<file path="config.mk">
export PLATFORM = sky130hd
export DESIGN_NAME = ts_packet_arbiter
export DESIGN_NICKNAME = d
export VERILOG_FILES = /design/src/rtl/ts_packet_arbiter.sv
export SDC_FILE = /design/constraint.sdc
export NUM_CORES = 1
export LEC_CHECK = 0
export CORE_ASPECT_RATIO = 0.75
export CORE_MARGIN = 3
export CORE_UTILIZATION = 52
export CTS_CLUSTER_SIZE = 12
export DETAILED_ROUTE_END_ITERATION = 6
export PLACE_DENSITY = 0.84
export REMOVE_ABC_BUFFERS = 1
export SLEW_MARGIN = 15
export SYNTH_ARGS = -nofsm -noshare
export SYNTH_HDL_FRONTEND = slang
export SYNTH_SLANG_ARGS = --single-unit
</file>
<file path="constraint.sdc">
create_clock -name SYS_CLK -period 6.2 [get_ports SYS_CLK]
set_clock_uncertainty 0.1 [all_clocks]
set_input_delay 1.55 -clock SYS_CLK [delete_from_list [all_inputs] [get_ports SYS_CLK]]
set_output_delay 1.55 -clock SYS_CLK [all_outputs]
set_load 0.01 [all_outputs]
</file>
<file path="src/rtl/ts_packet_arbiter.sv">
// Round-robin packet reader for four TS reclock FIFOs onto one tagged byte stream.
// Optional byte-0 sync check enabled by defining TS_SYNC_CHECK_EN.
module ts_packet_arbiter #(
  parameter int NCH     = 4,
  parameter int PKT_LEN = 188,
  parameter int GAP     = 3
) (
  input  logic               SYS_CLK,
  input  logic               RST,
  input  logic [NCH-1:0]     CH_FULL,
  input  logic [NCH-1:0]     CH_ENABLE,
  input  logic [8*NCH-1:0]   CH_DATA,
  output logic [NCH-1:0]     CH_RD_REQ,
  input  logic               OUT_READY,
  output logic [7:0]         OUT_DATA,
  output logic               OUT_VALID,
  output logic               OUT_SOP,
  output logic               OUT_EOP,
  output logic [1:0]         OUT_CH,
  output logic               OUT_SYNC_ERR,
`ifdef TS_SYNC_CHECK_EN
  output logic [15:0]        SYNC_ERR_CNT,
`endif
  output logic [16*NCH-1:0]  PKT_COUNT
);

  localparam int RW = $clog2(PKT_LEN);
  localparam int GW = $clog2(GAP + 1);

  typedef enum logic [1:0] {
    S_IDLE,
    S_READ,
    S_DRAIN,
    S_WAIT
  } state_e;

  state_e          state_q;
  logic [1:0]      ptr_q;
  logic [1:0]      ch_q;
  logic [RW-1:0]   rdcnt_q;
  logic [GW-1:0]   gapcnt_q;
  logic [NCH-1:0]  rd_q;
  logic            valid_q;
  logic            sop_q;
  logic            eop_q;
  logic [15:0]     cnt_q [NCH];

  logic [NCH-1:0]  elig;
  logic            gnt_hit_d;
  logic [1:0]      gnt_ch_d;
  logic [1:0]      cand;
  logic [7:0]      byte_sel;
  logic            last_rd;
  logic            last_gap;

  assign elig     = CH_FULL & CH_ENABLE;
  assign last_rd  = (rdcnt_q == RW'(PKT_LEN - 1));
  assign last_gap = (gapcnt_q == GW'(GAP - 1));

  // Search starts one past the last grant and wraps back to it.
  always_comb begin
    gnt_hit_d = 1'b0;
    gnt_ch_d  = ptr_q;
    cand      = '0;
    for (int i = 1; i <= NCH; i++) begin
      cand = ptr_q + 2'(i);
      if (!gnt_hit_d && elig[cand]) begin
        gnt_hit_d = 1'b1;
        gnt_ch_d  = cand;
      end
    end
  end

  always_ff @(posedge SYS_CLK or negedge RST) begin
    if (!RST) begin
      state_q  <= S_IDLE;
      ptr_q    <= 2'd3;
      ch_q     <= '0;
      rdcnt_q  <= '0;
      gapcnt_q <= '0;
      rd_q     <= '0;
      valid_q  <= 1'b0;
      sop_q    <= 1'b0;
      eop_q    <= 1'b0;
      for (int n = 0; n < NCH; n++) begin
        cnt_q[n] <= '0;
      end
    end else begin
      valid_q <= (state_q == S_READ);
      sop_q   <= 1'b0;
      eop_q   <= 1'b0;
      unique case (state_q)
        S_IDLE: begin
          if (OUT_READY && gnt_hit_d) begin
            ch_q    <= gnt_ch_d;
            ptr_q   <= gnt_ch_d;
            rd_q    <= NCH'(1) << gnt_ch_d;
            rdcnt_q <= '0;
            state_q <= S_READ;
          end
        end
        S_READ: begin
          sop_q <= (rdcnt_q == '0);
          if (last_rd) begin
            eop_q       <= 1'b1;
            rd_q        <= '0;
            cnt_q[ch_q] <= cnt_q[ch_q] + 16'd1;
            state_q     <= S_DRAIN;
          end else begin
            rdcnt_q <= rdcnt_q + RW'(1);
          end
        end
        S_DRAIN: begin
          gapcnt_q <= '0;
          state_q  <= S_WAIT;
        end
        S_WAIT: begin
          if (last_gap) begin
            state_q <= S_IDLE;
          end else begin
            gapcnt_q <= gapcnt_q + GW'(1);
          end
        end
      endcase
    end
  end

  // FIFO q arrives one cycle after rdreq, aligned with valid_q.
  assign byte_sel  = CH_DATA[8*ch_q +: 8];
  assign OUT_DATA  = valid_q ? byte_sel : 8'h00;
  assign OUT_VALID = valid_q;
  assign OUT_SOP   = sop_q;
  assign OUT_EOP   = eop_q;
  assign OUT_CH    = ch_q;
  assign CH_RD_REQ = rd_q;

  always_comb begin
    PKT_COUNT = '0;
    for (int n = 0; n < NCH; n++) begin
      PKT_COUNT[16*n +: 16] = cnt_q[n];
    end
  end

`ifdef TS_SYNC_CHECK_EN
  logic [15:0] serr_q;

  assign OUT_SYNC_ERR = sop_q && (byte_sel != 8'h47);
  assign SYNC_ERR_CNT = serr_q;

  always_ff @(posedge SYS_CLK or negedge RST) begin
    if (!RST) begin
      serr_q <= '0;
    end else if (OUT_SYNC_ERR && (serr_q != 16'hFFFF)) begin
      serr_q <= serr_q + 16'd1;
    end
  end
`else
  assign OUT_SYNC_ERR = 1'b0;
`endif

endmodule

</file>
# --- Word level (Yosys, flattened, before mapping) ---
# Index checks and enable logic that the tools add are counted.
word_totals:
  regBits: 87
  input_bits: 43
  out_inout_bits: 82
  wordCells: 95
op_classes:
  n_addsub: 6
  n_lt_le_gt_ge: 6
  eq_ne: 10
  n_shift: 2
  n_mux: 38
  n_bitwise: 2
  reduce_logical: 18
ops:
  columns: ["cell", "count"]
  rows:
  - ["64-bit bitwise mux", 1]
  - ["16-bit 2-to-1 mux", 3]
  - ["16-bit binary-select mux with 2-bit select", 1]
  - ["16-bit demux with 2-bit select", 1]
  - ["32-bit by 6-bit variable part select with 8-bit output", 1]
  - ["8-bit 2-to-1 mux", 3]
  - ["16-bit by 1-bit adder with 16-bit output, second input constant", 1]
  - ["2-bit 2-to-1 mux", 8]
  - ["8-bit one-hot mux with 2 select lines", 1]
  - ["2-bit by 3-bit less-than comparator with 1-bit output, second input constant", 4]
  - ["1-bit 2-to-1 mux", 11]
  - ["2-bit != test, second input constant", 5]
  - ["3-bit AND reduction", 3]
  - ["8-bit by 1-bit adder with 8-bit output, second input constant", 1]
  - ["1-bit binary-select mux with 2-bit select", 4]
  - ["8-bit equality test, second input constant", 1]
  - ["8-bit logical NOT", 1]
  - ["4-bit 2-to-1 mux", 2]
  - ["2-bit one-hot mux with 4 select lines", 1]
  - ["4-bit one-hot mux with 2 select lines", 1]
  - ["2-bit equality test, second input constant", 3]
  - ["2-bit AND reduction", 3]
  - ["1-bit logical AND", 5]
  - ["2-bit by 1-bit adder with 2-bit output, second input constant", 2]
  - ["11 further kinds", 15]

# --- Depth between registers and ports, before layout ---
depth:
  word_depth: 16
  ltp_mapped: 9
  ltp_nobuf: 8

# --- Least setup slack after synthesis ---
# Ideal clock, no wire load.
synth_path:
  kind: "input port to output port"
  startpoint: "input port CH_DATA[24]"
  endpoint: "output port OUT_DATA[0]"
  arrival_ns: 2.173
  required_ns: 4.550
  slack_ns: 2.377
  cell_stages: 2
  path_buffers: 0
  path_cell_list: "mux4_2 > and2_1"
synth_between:
  elab_chain_cells: 2
synth_rtl:
  columns: ["item", "line", "rtl"]
  rows:
  - ["from (decl)", "12", "input logic [8*NCH-1:0] CH_DATA,"]
  - ["32-bit by 6-bit variable part select with 8-bit output", "129", "assign byte_sel = CH_DATA[8*ch_q +: 8];"]
  - ["8-bit 2-to-1 mux", "130", "assign OUT_DATA = valid_q ? byte_sel : 8'h00;"]
  - ["to (decl)", "15", "output logic [7:0] OUT_DATA,"]
# No other way between the ends.

# --- Worst setup path in the final report ---
layout_path:
  startpoint: "input port CH_DATA[26]"
  endpoint: "output port OUT_DATA[2]"
# The elaborated chain is that of the path after synthesis.

==> run summary <==
outcome: complete, no violations
routability cong.: 0.8592
slowest cell on the critical path: clkdlybuf4s50_1
type of the worst setup path: primary input to output pin
multi-input logic area: 2227 sq um
CTS tree: done
r2r endpoint: PKT_COUNT[33]$_DFFE_PN0P_
Slew @ Worst Pin: 0.9572 ns
Post-Place Cell Area: 5858 sq um
critical path peak fanout: 1
Hold Path Depth: 1
worst hold path class: flop to flop
Clock Tree Buf Depth: 2
chip height: 87.26 microns
Final nets: 588
port bufs: 123
post-DP HPWL: 8768 microns
first-pass GRT wire length: 19720 microns
GR Util met2: 0.4283
number of global-route vias before repair: 3794
setup slack, reg-to-reg: 3.08 ns
slew margin rel.: 0.3591
CP arrival: 3.06 ns
most used routing layer: met2
Period Utilization, post-route: 0.7597
PwrDens: 190.1 nW/um^2
final routed DRC violation total: 0
die width: 114.3 microns
Worst R2R Path Depth: 7
vias per inst: 5.957
first drt pass iteration count: 5
crit-path cells: clkdlybuf4s50_1, mux4_2, and2_1, clkdlybuf4s50_1
Mapped Area: 4578 sq um
Filler cells: 561
Final setup viols: 0
Area Overhead vs Synth: 34.57%
Buf/Inv on CP: 2
Antenna Nets Post-Route: 0
met3 usage: 0.05278
layout cells sized above 1: 0.1273
clock sink count: 87
Startpoint Class: primary input
met1 Use GR: 0.3418
setup bufs post-CTS: 0
initial antenna violation count: 0
final instance area: 6161 sq um
nature of the critical path endpoint: output pin
core area: 8233 sq um
sequential-to-total area share from yosys stat: 0.4761
WP data required: 4.55 ns
register area: 2181 sq um
Synth Register Bits: 87
post-synth cell types: 55
clock slew at reported path FFs: 0.07 ns
cts repair resizes: 0
H-tree levels: 3
Post-Layout Cell Count: 647
origin of the critical flop-to-flop path: state_q[1]$_DFFE_PN0P_
Hold Startpoint: CH_RD_REQ[0]$_DFFE_PN0P_
wire length per cell: 19.03 microns
Max VDD drop: 0.2249 mV
Antenna Cells: 0
Slew Viols, Final: 0
CTS root buffer: clkbuf_16
Crit path top cell by count: clkdlybuf4s50_1
Ys Warns: 0
Final TNS setup: 0 ns
IO Count: 125
Worst Hold End: CH_RD_REQ[0]$_DFFE_PN0P_
f_max: 0.2123 GHz
FP Rows: 28
ys flop type: dfrtp_1
RSZ-0062 raised after global routing: false
max_cap viols: 0
aggregate routed wire length: 12310 microns
Post-synth EDFFs: 0
Cells after Synth: 422
final hold viol count: 0
average size of a mapped cell: 10.85 sq um
P_leak: 2.516 nW
Top delay family on crit path: buffers and inverters
die area: 9978 sq um
Clk Latency, worst-skew pair: 0.34 ns
Initial Util: 0.5561
final hold slack: 0.3942 ns
GR Util All Layers: 0.2556
Placed Cells: 631
cts bufs inserted: 9
slowest stage delay, CP: 0.48 ns
hold_buf cts: 0
DR vias: 3854
largest net degree at the start of global routing: 88
Period minus WS final: 4.710 ns
grt ovf: 0
DRT iter0 DRCs: 389
async set-reset flop share out of synthesis: 1.000
metal layers:
metal  vias to the layer above  part of all wire
li1                       1748                 -
met1                      1906              0.42
met2                       185              0.49
met3                        15             0.074
met4                         0             0.015
met5                         -                 0
per-stage QoR:
step	power (W)	setup WS (ns)	utilization
2_1_floorplan	0.0005909	2.377	-
3_3_place_gp	0.0006352	1.454	0.7116
3_5_place_dp	0.0006365	1.463	0.7116
4_1_cts	0.001173	1.463	0.7479
5_1_grt	0.001204	1.427	0.7483
6_report	0.001171	1.490	0.7483
worst max-delay path by stage:
| stage | start | cells after the start | slack, ns | end |
|---|---|---|---|---|
| 4_1_cts | CH_DATA[18] | 4 | 1.46 | OUT_DATA[2] |
| 6_report | CH_DATA[26] | 4 | 1.49 | OUT_DATA[2] |
| 2_1_floorplan | CH_DATA[24] | 2 | 2.38 | OUT_DATA[0] |
| 3_5_place_dp | CH_DATA[18] | 4 | 1.46 | OUT_DATA[2] |
| 5_1_grt | CH_DATA[18] | 4 | 1.43 | OUT_DATA[2] |
| 3_3_place_gp | CH_DATA[18] | 4 | 1.45 | OUT_DATA[2] |
power breakdown:
part | internal, W | switching, W
logic | 0.0000347 | 0.0000230
clock network | 0.000313 | 0.000233
registers | 0.000568 | 0
total | 0.000915 | 0.000256
state kept, by name, indices dropped and copies added, names as in the netlist:
register / count
gapcnt_q: 2
rdcnt_q: 8
state_q: 2
OUT_SOP: 1
OUT_VALID: 1
ptr_q: 2
OUT_CH: 2
PKT_COUNT: 64
OUT_EOP: 1
CH_RD_REQ: 4
logic make-up after synthesis:
group | synth area share
muxes | 0.1506
xor gates and xnor gates | 0.03252
and+or+nand+nor | 0.1615
adders and majority gates | 0.02186
other | 0.0008191
buffers and inverters | 0.03963
AOI/OAI and AO/OA | 0.1170
DFF | 0.4761
area by class of cell:
cell class,count,area share
inverters,12,0.007311
multi-input cells,298,0.3615
clock inverters,7,0.01198
flip-flops and latches,87,0.3540
clock buffers,9,0.03656
repair buffers,129,0.2074
well taps,105,0.02132
placed cells by master (no fill, tap or decap), drive strengths merged, types with 3 or more instances in the layout:
cell type      count
inv               12
nand2b             3
nand2             47
a22o               4
nor3               5
ha                 8
and2               9
dfrtp             85
clkinv             5
a31o               3
and3               3
mux2i              4
o21ai             32
clkdlybuf4s50    122
nor3b              3
xnor2             15
mux2              10
nor2              45
nand4              7
nand3             15
mux4              23
nor4               3
a21oi             31
a211o              4
buf                7
clkbuf             9
synth_stat cells, drive strengths merged, types with 5 or more instances:
library cell  number  area, sq um
dfrtp             85         2127
nand4              7        65.06
nand2             47        176.4
nand3             15        90.09
and2               9        56.30
o21ai             32        160.2
nor3               5        25.02
mux4              23        536.8
xnor2             15        131.4
mux2              10        112.6
nor2              45        168.9
buf               10        80.07
inv               12        45.04
a21oi             31        155.2
clkbuf            15        56.30
ha                 8        100.1
worst register-to-register path, cell delays in order, from the launching register on:
cell and delay [ns]:
dfrtp_1 0.41, inv_1 0.09, ha_1 0.32, nor3b_1 0.34, nand3_1 0.24, nor3b_2 0.77, buf_4 0.37, mux2_2 0.36
(Power assumes the default switching activity.)
